<file path="src/rtl/multi_ch_timer.sv">
// multi_ch_timer: a shared programmable prescaler plus NUM_CH independent
// interval timer channels. Each channel counts prescaler ticks up to a
// latched period and then wraps (periodic) or parks on its terminal count
// (one-shot), pulsing an expiry flag for one clock on every wrap.

module multi_ch_timer #(
  parameter int NUM_CH = 2,
  parameter int CNT_W  = 32,
  parameter int PRE_W  = 16
) (
  input  logic                      i_clk,
  input  logic                      i_rst,
  input  logic [PRE_W-1:0]          i_prescale,
  input  logic                      i_presc_clr,
  input  logic [NUM_CH-1:0]         i_ch_start,
  input  logic [NUM_CH-1:0]         i_ch_stop,
  input  logic [NUM_CH-1:0]         i_ch_clr,
  input  logic [NUM_CH-1:0]         i_ch_oneshot,
  input  logic [NUM_CH*CNT_W-1:0]   i_ch_period,
  output logic                      o_tick,
  output logic [NUM_CH*CNT_W-1:0]   o_ch_count,
  output logic [NUM_CH-1:0]         o_ch_run,
  output logic [NUM_CH-1:0]         o_ch_expire
);

  typedef enum logic [1:0] {
    CH_IDLE = 2'd0,
    CH_RUN  = 2'd1,
    CH_DONE = 2'd2
  } ch_state_t;

  // ---------------------------------------------------------------------
  // Shared prescaler
  // ---------------------------------------------------------------------
  logic [PRE_W-1:0] pcnt;
  logic             tick;

  // Tick on reaching the programmed limit; >= means a lowered limit below
  // the current count wraps at once instead of running up to all-ones.
  always_comb begin
    tick = !i_presc_clr && (pcnt >= i_prescale);
  end

  // Prescaler counter: cleared by the sync clear or by its own tick.
  always_ff @(posedge i_clk or posedge i_rst) begin
    if (i_rst) begin
      pcnt <= '0;
    end else if (i_presc_clr || tick) begin
      pcnt <= '0;
    end else begin
      pcnt <= pcnt + 1'b1;
    end
  end

  // Delayed copy of the tick, exported only for observation.
  always_ff @(posedge i_clk or posedge i_rst) begin
    if (i_rst) begin
      o_tick <= 1'b0;
    end else begin
      o_tick <= tick;
    end
  end

  // ---------------------------------------------------------------------
  // Timer channels
  // ---------------------------------------------------------------------
  wire [NUM_CH*CNT_W-1:0] count_flat;
  wire [NUM_CH-1:0]       run_flat;
  wire [NUM_CH-1:0]       expire_flat;

  for (genvar k = 0; k < NUM_CH; k++) begin : g_ch
    ch_state_t        state_q, state_d;
    logic [CNT_W-1:0] count_q, count_d;
    logic [CNT_W-1:0] per_q, per_d;
    logic             os_q, os_d;
    logic             exp_q, exp_d;
    logic [CNT_W-1:0] period_in;

    assign period_in = i_ch_period[k*CNT_W +: CNT_W];

    // Channel next-state: clr beats start beats stop beats tick; the
    // expiry flag defaults low so it can only ever be a one-cycle pulse.
    always_comb begin
      state_d = state_q;
      count_d = count_q;
      per_d   = per_q;
      os_d    = os_q;
      exp_d   = 1'b0;
      if (i_ch_clr[k]) begin
        state_d = CH_IDLE;
        count_d = '0;
      end else if (i_ch_start[k]) begin
        state_d = CH_RUN;
        count_d = '0;
        per_d   = period_in;
        os_d    = i_ch_oneshot[k];
      end else if (i_ch_stop[k]) begin
        if (state_q != CH_IDLE) begin
          state_d = CH_IDLE;
        end
      end else if (tick && (state_q == CH_RUN)) begin
        if (count_q == per_q) begin
          exp_d = 1'b1;
          if (os_q) begin
            state_d = CH_DONE;
            count_d = per_q;
          end else begin
            count_d = '0;
            per_d   = period_in;
          end
        end else begin
          count_d = count_q + 1'b1;
        end
      end
    end

    // Channel registers, all updated on the same edge as the expiry pulse.
    always_ff @(posedge i_clk or posedge i_rst) begin
      if (i_rst) begin
        state_q <= CH_IDLE;
        count_q <= '0;
        per_q   <= '0;
        os_q    <= 1'b0;
        exp_q   <= 1'b0;
      end else begin
        state_q <= state_d;
        count_q <= count_d;
        per_q   <= per_d;
        os_q    <= os_d;
        exp_q   <= exp_d;
      end
    end

    assign count_flat[k*CNT_W +: CNT_W] = count_q;
    assign run_flat[k]                  = (state_q == CH_RUN);
    assign expire_flat[k]               = exp_q;
  end

  // Gather per-channel results onto the packed output buses.
  always_comb begin
    o_ch_count  = count_flat;
    o_ch_run    = run_flat;
    o_ch_expire = expire_flat;
  end

endmodule

</file>
<file path="config.mk">
export PLATFORM = sky130hd
export DESIGN_NAME = multi_ch_timer
export DESIGN_NICKNAME = d
export VERILOG_FILES = /design/src/rtl/multi_ch_timer.sv
export SDC_FILE = /design/constraint.sdc
export NUM_CORES = 1
export LEC_CHECK = 0
export CORE_ASPECT_RATIO = 1.1
export CORE_MARGIN = 4
export CORE_UTILIZATION = 25
export DETAILED_ROUTE_END_ITERATION = 6
export SLEW_MARGIN = 5
export SYNTH_ARGS = -nofsm -noshare
export SYNTH_HDL_FRONTEND = slang
export SYNTH_SLANG_ARGS = --single-unit
</file>
<file path="constraint.sdc">
create_clock -name i_clk -period 4.8 [get_ports i_clk]
set_input_delay 0.96 -clock i_clk [delete_from_list [all_inputs] [get_ports i_clk]]
set_output_delay 0.96 -clock i_clk [all_outputs]
set_load 0.01 [all_outputs]
</file>
# Word level (Yosys, flattened, before mapping)
# Cells that the tools add are included.
[word_totals]
output_inout_bits = 69
input_bits = 91
word_cells = 104
regBits = 153
[classes]
n_reduce_logical = 27
n_lt_le_gt_ge = 1
eq_ne = 12
n_mux = 47
n_addsub = 3
bitwise_logic = 2
[op_table]
columns = ["cell", "n"]
rows = [
  ["two-way mux 32 bit", 22],
  ["adder 32 x 1 -> 32 bit, second input constant", 2],
  ["equality test 32 bit", 2],
  ["two-way mux 2 bit", 14],
  ["nonzero test 4 bit", 6],
  ["adder 16 x 1 -> 16 bit, second input constant", 1],
  ["greater-or-equal comparator 16 bit", 1],
  ["two-way mux 16 bit", 1],
  ["nonzero test 2 bit", 6],
  ["two-way mux 1 bit", 10],
  ["AND reduction 5 bit", 2],
  ["inequality test 2 bit, second input constant", 4],
  ["inequality test 4 x 2 -> 1 bit, second input constant", 2],
  ["AND reduction 2 bit", 4],
  ["AND reduction 4 bit", 2],
  ["inequality test 3 x 2 -> 1 bit, second input constant", 2],
  ["nonzero test 3 bit", 2],
  ["equality test 2 x 1 -> 1 bit, second input constant", 2],
  ["logical AND 1 bit", 3],
  ["inverter 1 bit", 2],
  ["zero test 1 bit", 1],
  ["logical OR 1 bit", 1],
]

# Logic depth before layout (Yosys ltp)
# Gate-level depths: netlist of the first run.
[logic_depth]
ltp_word = 7
depth_mapped = 10
ltp_nobuf = 8

# Least setup slack after synthesis of the first run
# Ideal clock, no wire load.
[synth_path]
path_kind = "input -> register"
startpoint = "input i_prescale[0]"
endpoint = "register g_ch[0].per_q[0]"
slack_ps = 1661
required_time_ps = 4675
stages = 8
setup_ps = 125
t_arrival_ps = 3015
cell_sequence = "ha_1 nand2b_1 a2111o_1 a31oi_4 a31oi_1 a31oi_2 buf_4 mux2_2"
[synth_via]
elab_chain_len = 5
[synth_lines]
columns = ["item", "line", "source"]
rows = [
  ["start: declaration", "13", "input logic [PRE_W-1:0] i_prescale,"],
  ["greater-or-equal comparator 16 bit", "41", "tick = !i_presc_clr && (pcnt >= i_prescale);"],
  ["logical AND 1 bit", "41", ""],
  ["logical AND 1 bit", "101", "end else if (tick && (state_q == CH_RUN)) begin"],
  ["nonzero test 2 bit (no line)", "--", ""],
  ["AND reduction 5 bit (no line)", "--", ""],
  ["end signal: assignment", "128", "per_q <= per_d;"],
  ["end: declaration", "74", "logic [CNT_W-1:0] per_q, per_d;"],
]
# Every way passes these cells.
# A chain may end at the register's enable or synchronous reset.

# Final worst setup path of the first run
[layout_path]
startpoint = "input i_prescale[9]"
endpoint = "register g_ch[0].per_q[3]"
# Same word-level chain as after synthesis.

==> results of run 1 <==
-- layout make-up --
class                   count  area (sq um)  share of cell area, %
multi-input cells         742          5450                   43.7
clock inverters            13           166                   1.34
clock buffers              19           443                   3.56
well taps                 500           626                   5.02
inverters                  40           154                   1.24
flip-flops and latches    153          3830                   30.7
repair buffers            182          1790                   14.4
-- registers in the layout, indices dropped and copies added (netlist names) --
signal,cells
g_ch.exp_q,2
g_ch.per_q,64
g_ch.state_q,4
pcnt,16
g_ch.count_q,64
o_tick,1
g_ch.os_q,2
-- worst max-delay path, stage by stage --
cell	delay, ns
clkdlybuf4s50_1	0.45
inv_1	0.05
ha_1	0.30
nand4_1	0.16
nor2_1	0.05
a21oi_1	0.52
a31oi_1	0.17
buf_4	0.22
a31oi_4	0.17
buf_4	0.38
mux2_2	0.38
-- worst max path at each step --
stage | end | from | cells past startpoint | slack (ns)
floorplan | g_ch[0].per_q[0] | i_prescale[0] | 8 | 1.66
global route | g_ch[0].per_q[19] | i_prescale[11] | 11 | 1.11
finish | g_ch[0].per_q[3] | i_prescale[9] | 11 | 1.26
CTS | g_ch[0].per_q[19] | i_prescale[0] | 10 | 1.24
detailed placement | g_ch[0].per_q[19] | i_prescale[11] | 11 | 0.79
global placement | g_ch[0].per_q[11] | i_prescale[0] | 10 | 0.84
-- power by group --
group | internal [mW] | total (mW) | leakage, nW | switching [mW]
sequential | 1.38 | 1.47 | 1.99 | 0.0965
clock | 0.837 | 1.44 | 0.291 | 0.598
combinational | 0.234 | 0.440 | 2.77 | 0.205
-- placed cells by master (no fill, tap or decap), types with 7 or more instances in the layout --
master	n
clkdlybuf4s50_1	159
dfrtp_1	153
nand2_1	100
xor2_1	74
nor2_1	71
mux2_2	42
a32o_1	40
inv_1	39
o21ai_0	39
mux2i_1	36
mux2_4	30
nand3_1	28
nor4_1	25
nor3_1	25
buf_4	21
nand4_1	20
and3_1	19
ha_1	19
o211ai_1	18
clkbuf_16	17
a21oi_1	16
a211oi_1	13
and2_1	13
a31o_2	10
nand2b_1	9
or3_1	9
and4_1	7
o31ai_1	7
or2_2	7
a211o_1	7
-- metrics by stage --
stage / hold WS, ns / util (%)
after floorplan: 0.476 / -
after global placement: 0.490 / 30.9
after detailed placement: 0.498 / 30.9
after CTS: 0.513 / 32.5
after global routing: 0.541 / 32.5
final: 0.510 / 32.5
-- metal layers --
metal	up-vias	global-route usage (%)	wire, um
li1	3902	-	-
met1	4120	18.9	13300
met2	322	24.3	15200
met3	43	3.58	2190
met4	2	3.51	487
met5	-	0	12
-- cell families (layout without fill, tap and decap cells) --
logic type | count (synthesis) | in the layout | share of synthesized area [%]
adder cells (fa/ha/maj) | 19 | 19 | 2.45
AND/OR/NAND/NOR | 349 | 349 | 17.9
AO/OA/AOI/OAI | 186 | 186 | 15.0
flip-flops | 153 | 153 | 39.4
buffers and inverters | 104 | 254 | 4.76
multiplexers | 110 | 110 | 13.5
XOR/XNOR | 78 | 78 | 7.04
==> impl_metrics.ini, run 1 <==
[synth]
ys_top_cells_by_area = dfrtp_1, xor2_1, mux2_2
ys_warn_count = 0
syn_area_sq_mm = 0.00971
post-synth-top-count-cell = dfrtp_1
synth_top_area_share_pct = 39.4
synth_largest_area_cell = dfrtp_1
synthTopCellsByCount = dfrtp_1, nand2_1, xor2_1
syn_inst = 999
synth-main-ff-cell = dfrtp_1
ys_ff_latch = 153
synth_cell_types = 60
synth-seq-area-share_pct = 39.4
synth_edf_count = 0
synthArstFlopShare_pct = 100
avgSynthCellArea_sq_um = 9.72
syn_nets = 1109

[pwr]
leakagePower_nw = 5.05
total_power_mw = 3.35
power.density_mw_per_mm2 = 269
max-vdd-ir-drop_v = 0.000240

[global_route]
antenna_found_initial = 1
grt-ovfl-total = 0
grt_pass1_wl_mm = 48.9
grt_pass1_vias = 8409
grt_usage_pct = 14.5
grt_max_degree = 154

[clocking]
clk_latency_ns = 0.44
cts-root-buf = clkbuf_16
cts_tree = done
post_cts_resized = 0
cts_buffer_depth = 2
cts.sinks = 153
postCtsSetupRepairBufs = 0
clk_pin_slew_ns = 0.06
h-tree-depth = 4
cts_buffers = 17
ctsHoldBuffers = 0

[routing]
antenna_left = 0
drtIter0Drc = 732
firstDrtPassIters = 5
wl_per_cell_um = 18.9
routed_wl_mm = 31.2
vias_per_cell = 5.09
num_vias = 8389
drcViolationCount = 0

[place]
dp_cells = 1617
post-place-ws_ns = 0.793
hpwl_mm = 22.0
place_area_sq_mm = 0.0118
port_buffers = 159
place.gp.congestion = 0.906

[floorplan]
io_pins = 160
start_util_pct = 25.4
die_y_um = 215
fp.coreArea_sq_mm = 0.0383
num_rows = 75
die-area_sq_mm = 0.0420
dieWidth_um = 196

[layout]
final_layout_size_suffix_gt1_share_pct = 13.9
syn2layout_area_growth_pct = 28.3
n_fill_cell = 3955
fin_nets = 1246
n_antenna_cell = 0
postLayoutCellArea_sq_mm = 0.0125
stdcell_count = 1649

[critical_path]
worst-setup-path-type = input pin to flip-flop
worstPathMaxFanout = 32
worstReg2RegEnd = g_ch[1].count_q[3]
crit_arrival_ns = 3.86
startpoint_type = input pin
end_kind = flip-flop
critPathRequiredTime_ns = 5.12
r2r_slack_ns = 1.64
r2r_start = g_ch[1].count_q[4]
worst-r2r-cell-count = 7

[timing]
hold_viol_final = 0
slew_headroom_pct = 16.5
period_minus_slack_ns = 3.54
slew_violations = 0
setup_viol = 0
clock.fmax_mhz = 283
fin_crit_sh_pct = 73.7
rsz0062_at_grt = false
fin_setup_tns_ns = 0
finClkSkew_ns = 0.0136
setup_ws_ns = 1.26
worst_slew_pin_slew_ns = 1.25

[min_path]
hold_depth = 1
worstHoldPathType = flip-flop to flip-flop
hp-start = g_ch[1].state_q[0]
whs_endpoint = g_ch[1].state_q[0]

[run]
drv_cap = 0

[run_status]
status = completed
Power figures use the tool's default switching activity.
==> run 2, diff against run 1 <==
==> constraint.sdc (replaced) <==
create_clock -name i_clk -period 3.5 [get_ports i_clk]
set_input_delay 0.7 -clock i_clk [delete_from_list [all_inputs] [get_ports i_clk]]
set_output_delay 0.7 -clock i_clk [all_outputs]
set_load 0.01 [all_outputs]
==> impl_metrics.ini, run 2 (synthesis gave the netlist of run 1 again) <==
[routing]
wl_per_cell_um = 18.9
vias_per_cell = 5.04
drtIter0Drc = 559
routed_wl_mm = 31.3
antenna_left = 0
firstDrtPassIters = 5
num_vias = 8363
drcViolationCount = 0

[clocking]
ctsHoldBuffers = 0
cts_buffer_depth = 2
cts_tree = done
post_cts_resized = 0
postCtsSetupRepairBufs = 0
cts_buffers = 17
clk_pin_slew_ns = 0.07
clk_latency_ns = 0.45
cts-root-buf = clkbuf_16
h-tree-depth = 4
cts.sinks = 153

[global_route]
grt_max_degree = 53
grt_pass1_vias = 8523
antenna_found_initial = 1
grt_pass1_wl_mm = 49.0
grt-ovfl-total = 0
grt_usage_pct = 14.6

[timing]
clock.fmax_mhz = 331
worst_slew_pin_slew_ns = 0.768
period_minus_slack_ns = 3.02
finClkSkew_ns = 0.0137
slew_headroom_pct = 48.3
rsz0062_at_grt = false
slew_violations = 0
fin_crit_sh_pct = 86.2
setup_viol = 0
fin_setup_tns_ns = 0
hold_viol_final = 0

[critical_path]
end_kind = flip-flop
crit_arrival_ns = 3.40
worst-r2r-cell-count = 8
r2r_slack_ns = 0.61
critPathRequiredTime_ns = 3.88
worstReg2RegEnd = g_ch[0].per_q[31]
startpoint_type = input pin
r2r_start = g_ch[0].per_q[19]
crit_start = i_prescale[11]
crit_path_end = g_ch[0].count_q[6]
worstPathMaxFanout = 25
worst-setup-path-type = input pin to flip-flop

[pwr]
total_power_mw = 4.63
power.density_mw_per_mm2 = 366
leakagePower_nw = 5.14
max-vdd-ir-drop_v = 0.000347

[layout]
n_antenna_cell = 0
final_common_cell = clkdlybuf4s50_1
fin_nets = 1257
most-common-layout-cells = clkdlybuf4s50_1, dfrtp_1, nand2_1
final_layout_size_suffix_gt1_share_pct = 14.6
top_regs = g_ch.count_q: 64 flops, g_ch.per_q: 64 flops, pcnt: 16 flops
syn2layout_area_growth_pct = 30.4

[run]
drv_cap = 0

[place]
port_buffers = 159
place.gp.congestion = 0.896
hpwl_mm = 22.5

[floorplan]
start_util_pct = 25.4
die-area_sq_mm = 0.0420
die_y_um = 215
io_pins = 160
fp.coreArea_sq_mm = 0.0383
num_rows = 75
dieWidth_um = 196

[min_path]
worstHoldPathType = flip-flop to flip-flop

[run_status]
status = completed
-- run 2: cell types whose count changed in the layout (fill, tap and decap cells not counted) --
cell / before / now
clkinvlp_4: 4 / 2
clkinv_4: 1 / 4
bufinv_16: 3 / 4
buf_4: 21 / 23
inv_6: 4 / 0
clkbuf_1: 1 / 2
buf_12: 2 / 11
-- run 2: worst min path at each step --
stage                                   from            endpoint  slack [ns]  depth (start not counted)
after detailed placement  g_ch[1].state_q[0]  g_ch[1].state_q[0]        0.50                          1
after floorplan           g_ch[1].state_q[0]  g_ch[1].state_q[0]        0.48                          1
after global routing      g_ch[1].state_q[0]  g_ch[1].state_q[0]        0.53                          1
final                     g_ch[1].state_q[0]  g_ch[1].state_q[0]        0.51                          1
after global placement    g_ch[1].state_q[0]  g_ch[1].state_q[0]        0.49                          1
after CTS                 g_ch[1].state_q[0]  g_ch[1].state_q[0]        0.52                          1
-- run 2: per-stage QoR --
stage	std cells	setup slack, ns	hold WS, ns	utilization, %	cell area, sq um
floorplan	999	0.621	0.476	-	9710
global placement	1628	0.0664	0.489	31.4	12000
detailed placement	1628	0.0379	0.502	31.4	12000
CTS	1659	0.506	0.516	33.1	12700
global route	1659	0.288	0.534	33.1	12700
finish	1659	0.482	0.512	33.1	12700
-- run 2: area by class of cell --
| class | instances | area [sq um] |
|---|---|---|
| inverters | 40 | 154 |
| flip-flops and latches | 153 | 3830 |
| well taps | 500 | 626 |
| clock inverters | 11 | 173 |
| clock buffers | 20 | 447 |
| multi-input cells | 742 | 5450 |
| repair buffers | 193 | 1980 |
| fillers | 3937 | 25600 |
-- run 2: metal layers --
metal | global-route usage (%) | vias up | wire [um]
met5 | 0 | - | 12
met4 | 5.59 | 2 | 871
met3 | 3.06 | 50 | 1810
met2 | 23.8 | 277 | 15000
met1 | 19.1 | 4113 | 13600
li1 | - | 3921 | -
-- run 2: critical path, cell delays in order --
cell	delay (ns)
clkdlybuf4s50_1	0.45
inv_1	0.04
ha_1	0.31
nand4_1	0.17
a211oi_1	0.39
a31oi_4	0.19
a31oi_1	0.36
buf_4	0.24
and2_1	0.18
buf_12	0.20
a32o_1	0.16
-- run 2: power by group --
group	switching [mW]	total, mW	internal [mW]	leakage, nW
Sequential	0.135	2.02	1.89	1.99
Clock	0.783	1.99	1.21	0.300
Combinational	0.288	0.618	0.330	2.85
Total	1.21	4.63	3.43	5.14
